===== src/rtl/vec_serializer.sv =====
// rtl/vec_serializer.sv - replays one wide score vector as a narrow word stream and reports the argmax index
module vec_serializer #(
  parameter int INPUT_WIDTH = 32,
  parameter int INPUT_NUM   = 10,
  parameter int IDX_W       = (INPUT_NUM > 1) ? $clog2(INPUT_NUM) : 1
) (
  input  logic                             clk,
  input  logic                             rst,
  input  logic [INPUT_WIDTH*INPUT_NUM-1:0] data_in,
  input  logic                             data_in_vaild,
  output logic                             data_in_ready,
  output logic [INPUT_WIDTH-1:0]           data_out,
  output logic                             data_out_vaild,
  input  logic                             data_out_ready,
  output logic                             data_out_last,
  output logic [IDX_W-1:0]                 class_out,
  output logic                             class_out_vaild
);

  localparam logic [0:0] IDLE = 1'b0;
  localparam logic [0:0] SEND = 1'b1;
  localparam logic [IDX_W-1:0] LAST_IDX = IDX_W'(INPUT_NUM - 1);

  logic [0:0]                    state;
  logic [INPUT_WIDTH-1:0]        buf_q [INPUT_NUM];
  logic [IDX_W-1:0]              idx;
  logic signed [INPUT_WIDTH-1:0] max_val;
  logic [IDX_W-1:0]              max_idx;

  logic                          sending;
  logic                          is_last;
  logic                          beat_accept;
  logic                          capture;
  logic                          greater;
  logic signed [INPUT_WIDTH-1:0] cur;
  logic [IDX_W-1:0]              next_max_idx;

  // Stream-side decode: current element, last flag, handshakes and running argmax candidate
  always_comb begin
    sending      = (state == SEND);
    cur          = buf_q[idx];
    is_last      = sending && (idx == LAST_IDX);
    beat_accept  = sending && data_out_ready;
    // Ready is offered when idle, or when the final beat is leaving this cycle so a
    // new vector can follow with no bubble; held low during reset.
    data_in_ready = !rst && (!sending || (is_last && data_out_ready));
    capture      = data_in_vaild && data_in_ready;
    // Strictly greater keeps the lower index on ties; element 0 equals max_val, so it never wins.
    greater      = (cur > max_val);
    next_max_idx = greater ? idx : max_idx;
    data_out       = sending ? cur : '0;
    data_out_vaild = sending;
    data_out_last  = is_last;
  end

  // State, buffer, beat counter, running max and class report
  always_ff @(posedge clk) begin
    if (rst) begin
      state           <= IDLE;
      idx             <= '0;
      max_val         <= '0;
      max_idx         <= '0;
      class_out       <= '0;
      class_out_vaild <= 1'b0;
      for (int k = 0; k < INPUT_NUM; k++) begin
        buf_q[k] <= '0;
      end
    end else begin
      class_out_vaild <= 1'b0;

      if (beat_accept) begin
        if (greater) begin
          max_val <= cur;
          max_idx <= idx;
        end
        if (is_last) begin
          class_out       <= next_max_idx;
          class_out_vaild <= 1'b1;
          state           <= IDLE;
        end else begin
          idx <= idx + 1'b1;
        end
      end

      // A capture on the last-beat edge overrides the return to IDLE above.
      if (capture) begin
        for (int k = 0; k < INPUT_NUM; k++) begin
          buf_q[k] <= data_in[k*INPUT_WIDTH +: INPUT_WIDTH];
        end
        idx     <= '0;
        max_val <= $signed(data_in[INPUT_WIDTH-1:0]);
        max_idx <= '0;
        state   <= SEND;
      end
    end
  end

endmodule


===== config.mk =====
export PLATFORM = sky130hd
export DESIGN_NAME = vec_serializer
export DESIGN_NICKNAME = d
export VERILOG_FILES = /design/src/rtl/vec_serializer.sv
export SDC_FILE = /design/constraint.sdc
export NUM_CORES = 1
export LEC_CHECK = 0
export BUFFER_PORTS_ARGS = -buffer_cell sky130_fd_sc_hd__clkbuf_2
export CORE_ASPECT_RATIO = 2
export CORE_UTILIZATION = 35
export DETAILED_ROUTE_END_ITERATION = 16
export SLEW_MARGIN = 20
export SYNTH_ARGS = -nofsm -noshare
export SYNTH_HDL_FRONTEND = slang
export SYNTH_SLANG_ARGS = --single-unit

===== constraint.sdc =====
create_clock -name clk -period 13.82 [get_ports clk]
set_input_delay 2.764 -clock clk [delete_from_list [all_inputs] [get_ports clk]]
set_output_delay 2.764 -clock clk [all_outputs]
set_load 0.02 [all_outputs]

==> results.md, run 1 <==
* Status: completed
* #FFs+latches synth at 370
* Synthesized net count at 1,700
* VDD IR max at 0.0757 mV
* Die area at about 0.051 mm2
* Commonest cells after routing, fill and taps aside: clkbuf_2 (362), and3_1 (322), edfxtp_1 (320)
* Hold Buf Count CTS at 0
* Vias in the first global route at 12,700
* CP arrival at 4020 ps
* Worst path bufs/invs at 2
* Hold Crit Class: reg -> reg
* Clock skew at roughly 17 ps
* Net switching power at 0.650 mW
* Rows at 116
* Fin Hold WS at 465 ps
* Fin. Hold Viols at 0
* Clock Root Buffer: clkbuf_16
* RSZ-0062 raised after global routing: no
* Met2 Use GR at 0.382
* Die Span X at between 150 and 200 um
* Dominant synthesized flop cell: edfxtp_1
* Via density at around 5.3
* Overall routing resource usage at 0.207
* Commonest non-fill, non-tap cell in the layout: clkbuf_2
* Sequential-to-total area share from yosys stat at 0.600
* Slew HR at 0.238
* Clock Power Share at 0.379
* Sw Share at 0.244
* Final WL at 53,600 um
* Yosys warnings at 0
* Worst Setup End Kind: output pin
* CP max stage delay at around 560 ps
* GR peak layer: met2
* Crit-path slowest cell: clkbuf_2
* Gate power share at 0.126
* Synthesized area at 0.0177 mm2
* Power Total at between 2 and 3 mW
* Nets at 1,986
* Biggest area consumer among synthesized cells: edfxtp_1
* Drt first pass iters at 4
* Startpoint Class: primary input
* Buffers on Ports at 363
* First-pass GRT wire length at 78,200 um
* Tcrit/Tclk final at 0.491
* Clk buf depth at 3
* Clock Pin Slew Worst Setup and Hold Paths at 60 ps
* Max-slew violations at 0
* Cell internal pwr at 2.02 mW
* Crit Path Class: in -> out
* CP required at 11,060 ps
* Top-area cell type share of the netlist area at 0.543
* CP Cell Sequence: clkbuf_2 -> a21oi_4 -> clkbuf_2
* HPWL Detailed at 37,900 um
* Area grow syn2layout at 19.6%
* Leak pwr at a little over 9 nW
* Fillers at 4,778
* CP top delay family: buffers and inverters
* Initial Util at 0.354
* Gpl congestion at 0.862
* Number of H-tree levels at 2
* TritonCTS clock tree: built
* DRC at 0
* Max cap viols at 0
* Setup violators final at 0
* Top post-synthesis cells by area: edfxtp_1 (54%), and3_1 (11%), mux4_2 (8.2%)
* Total setup buffers inserted after CTS at 0
* Asr flop ratio synth at 0
* Routing usage on met3 at 0.0252
* Avg Inst Size Synth at about 13 um2
* Post-synthesis cell type count at 52
* Maximum fanout along the worst path at 40
* Met1 usage in global routing at 0.233
* CP dominant cell by count: clkbuf_2
* Reg power frac at 0.495
* Resize count post-CTS at 0
* Initial antenna violation count at 15
* Largest net degree at the start of global routing at 322
* Grt ovf at 0
* I/O Pins at 364
* Die Span Y at 320 um
* Antenna-violating nets left at 0
* Setup TNS at 0 ps
* Fmax at ~150 MHz
* Clk sinks at 370
* Minimum clock period at 6780 ps
* Starting DRT DRC Count at 636
* Via Count at 12,200
* Total CTS buffers at 35
* Clock latency on the worst-skew pair at 540 ps
* Slew @ Worst Pin at 1140 ps
* Layout cells sized above 1 at 0.311
* Core area at 0.0499 mm2
* Number of flops mapped to enable cells by yosys at 320
* Per-cell routed wire length at 23.2 um
* Power density over cell area at 126 mW/mm2
* Cells after Synth at approximately 1,300
## worst min-delay path: cells and delay by family (launching register included)
family,cells,cell delay (ps)
and+or+nand+nor,1,50
AOI/OAI and AO/OA,1,50
DFF,1,320
## stage by stage
step | utilization | instance area, um2 | cells | setup slack [ps]
floorplan | - | 17700 | 1342 | 914
global placement | 0.398 | 19900 | 2238 | 6410
detailed placement | 0.398 | 19900 | 2238 | 6220
CTS | 0.422 | 21100 | 2301 | 6820
global route | 0.424 | 21100 | 2313 | 7000
finish | 0.424 | 21100 | 2313 | 7040
## metal layers
metal / routed length, um / up-vias
met2: 29000 / 392
li1: - / 5707
met1: 20100 / 6020
met3: 2280 / 99
met4: 2320 / 2
met5: 13 / -
## kinds of logic (layout without fill, tap and decap cells)
| kind of cell | count (synthesis) | count (layout) | share of synthesized area |
|---|---|---|---|
| compound gates | 134 | 134 | 0.0548 |
| xor+xnor | 2 | 2 | 0.000991 |
| fa+ha+maj | 34 | 34 | 0.0241 |
| buf+inv | 163 | 475 | 0.0401 |
| flops | 370 | 370 | 0.600 |
| mux | 102 | 102 | 0.103 |
| other cells | 0 | 10 | 0 |
| simple gates | 537 | 537 | 0.177 |
## synth_stat cells, drive strengths merged, types with 2 or more instances
cell / n
a211oi: 35
a21boi: 2
a21o: 3
a21oi: 48
a311oi: 31
and2: 32
and3: 322
buf: 32
clkbuf: 97
dfxtp: 50
edfxtp: 320
ha: 34
inv: 34
mux2: 2
mux2i: 36
mux4: 64
nand2: 46
nand2b: 2
nand3: 37
nand4: 7
nor2: 49
nor2b: 32
nor3: 3
nor4: 2
o211ai: 2
o21ai: 6
or3: 2
## power by group through the flow
stage,sequential [mW],clock [mW],combinational (mW)
after floorplan,1.35,0,0.217
after global placement,1.34,0,0.332
after detailed placement,1.35,0,0.338
after CTS,1.32,1.03,0.339
after global routing,1.33,1.07,0.368
final,1.32,1.01,0.337
## area by class of cell
type                    instances  area (um2)  area share
diodes                         10        25.0     0.00118
multi-input cells             809        6390       0.302
clock buffers                  46        1000      0.0473
clock inverters                17         180     0.00852
well taps                     649         812      0.0384
flip-flops and latches        370       10600       0.502
inverters                      34         128     0.00604
repair buffers                378        1990      0.0943
## registers in the layout, indices dropped and copies added, names as in the netlist, named ones only
register / flops
idx: 4
max_idx: 4
max_val: 32
class_out_vaild: 1
class_out: 4
buf_q: 320
data_out_vaild: 1
## worst paths after layout
path	slack, ps	from	to	cells past startpoint
max	7040	rst	data_in_ready	3
min	470	max_val[0]	max_val[0]	2
max reg2reg	8090	flip-flop	max_val[25]	13
min reg2reg	470	max_val[0]	max_val[0]	2
Power figures use the tool's default switching activity.
==> run 2: changes to the inputs <==
==> constraint.sdc (replaced) <==
create_clock -name clk -period 6.2 [get_ports clk]
set_input_delay 1.24 -clock clk [delete_from_list [all_inputs] [get_ports clk]]
set_output_delay 1.24 -clock clk [all_outputs]
set_load 0.02 [all_outputs]
==> results.md, run 2 (synthesis gave the netlist of run 1 again) <==
* Die Span X at 161 um
* Via density at 5.27
* Hold Crit Class: reg -> reg
* Fillers at between 4,000 and 5,000
* Clk buf depth at 3
* Resize count post-CTS at 0
* Fin. Hold Viols at 0
* Grt ovf at 0
* Slew HR at 0.301
* CP arrival at roughly 5400 ps
* Met2 Use GR at 0.387
* CP required at between 6000 and 7000 ps
* Met1 usage in global routing at 0.242
* Placed Area at 0.0200 mm2
* Area grow syn2layout at 20.4%
* First-pass GRT wire length at 80,800 um
* Crit Path Class: reg -> reg
* Largest regs: buf_q x320, max_val x32
* DRC at 0
* Commonest cells after routing, fill and taps aside: clkbuf_2 (362), and3_1 (322), edfxtp_1 (320)
* Per-cell routed wire length at 23.6 um
* Top reg by flops: buf_q
* Fmax at 202 MHz
* Overall routing resource usage at 0.213
* Reg2reg path depth at 13
* Commonest non-fill, non-tap cell in the layout: clkbuf_2
* Tcrit/Tclk final at 0.798
* Startpoint Class: flip-flop
* Leak pwr at 9.34 nW
* Max-slew violations at 0
* Routing usage on met3 at 0.0283
* Minimum clock period at 4950 ps
* Starting DRT DRC Count at 833
* TritonCTS clock tree: built
* Die area at 0.0515 mm2
* Maximum fanout along the worst path at 32
* Die Span Y at 320 um
* Number of H-tree levels at 2
* Core area at 0.0499 mm2
* GR peak layer: met2
* Design Area, Final at roughly 0.021 mm2
* Clock skew at 18.3 ps
* Nets at about 2,000
* Initial antenna violation count at 6
* Gpl congestion at approximately 0.8
* Rows at 116
* Status: completed
* Clock Root Buffer: clkbuf_16
* Via Count at roughly 12,000
* Hold Buf Count CTS at 0
* Dpl cells at 2,252
* Vias in the first global route at 12,900
* Total setup buffers inserted after CTS at 0
* VDD IR max at ~0.17 mV
* RSZ-0062 raised after global routing: no
* I/O Pins at 364
* Power density over cell area at 286 mW/mm2
* Buffers on Ports at 363
* Reg-to-Reg End: max_val[25]
* Worst Setup End Kind: flip-flop
* Setup TNS at 0 ps
* Slew @ Worst Pin at 1050 ps
* Layout cells sized above 1 at 0.321
* Max cap viols at 0
* Drt first pass iters at 5
* Setup violators final at 0
* HPWL Detailed at 39,700 um
* Final WL at between 50,000 and 60,000 um
* Clock latency on the worst-skew pair at ~540 ps
* Clock Pin Slew Worst Setup and Hold Paths at 60 ps
* Hold_sp: class_out[2]
* Antenna-violating nets left at 0
* Setup slack of the most critical reg-to-reg path at 1250 ps
* Cell Count, Final, Fillers Out at 2,325
* Clk sinks at 370
* CP Capture Point: max_val[25]
* Largest net degree at the start of global routing at 189
* Max FFs per register at 320
* Initial Util at 0.354
* Total CTS buffers at 37
run 2: per-stage QoR:
stage	util	total power [mW]	setup slack, ps	hold WS, ps
after floorplan	-	3.46	1700	441
after global placement	0.401	3.76	1090	457
after detailed placement	0.401	3.77	1040	466
after CTS	0.426	6.14	1020	476
after global routing	0.426	6.29	822	494
final	0.426	6.08	1250	469
run 2: worst max-delay path, stage by stage, from the launching register on:
cell and delay [ps]:
dfxtp_4 790, buf_4 320, mux4_2 520, nor2b_1 150, a211oi_1 220, a21oi_1 190, ha_1 550, nand4_4 180
nor4_4 400, a31oi_4 460, o211ai_4 440, buf_16 250, nand2_1 80, a311oi_1 290
run 2: routing by layer:
metal / vias up / routed length [um]
li1: 5728 / -
met3: 105 / 2560
met1: 6003 / 20300
met2: 423 / 29200
met4: 2 / 2710
met5: - / 14
run 2: area by class of cell:
cell class	count	area, um2	share of cell area
Sequential cell	370	10600	0.499
Multi-Input combinational cell	809	6390	0.300
Timing Repair Buffer	391	2080	0.0977
Clock buffer	46	1000	0.0471
Tap cell	649	812	0.0381
Clock inverter	22	253	0.0119
Inverter	34	128	0.00599
Antenna cell	4	10.0	0.000470
run 2: worst min path at each step:
| stage | endpoint | cells past startpoint |
|---|---|---|
| 2_1_floorplan | max_val[0] | 2 |
| 3_3_place_gp | class_out[2] | 2 |
| 3_5_place_dp | max_val[4] | 2 |
| 4_1_cts | class_out[2] | 2 |
| 5_1_grt | max_val[22] | 2 |
| 6_report | class_out[2] | 2 |
run 2: power breakdown:
group	internal, mW	switching, mW
Combinational	0.309	0.459
Clock	1.37	0.998
Sequential	2.88	0.0613
Total	4.56	1.52
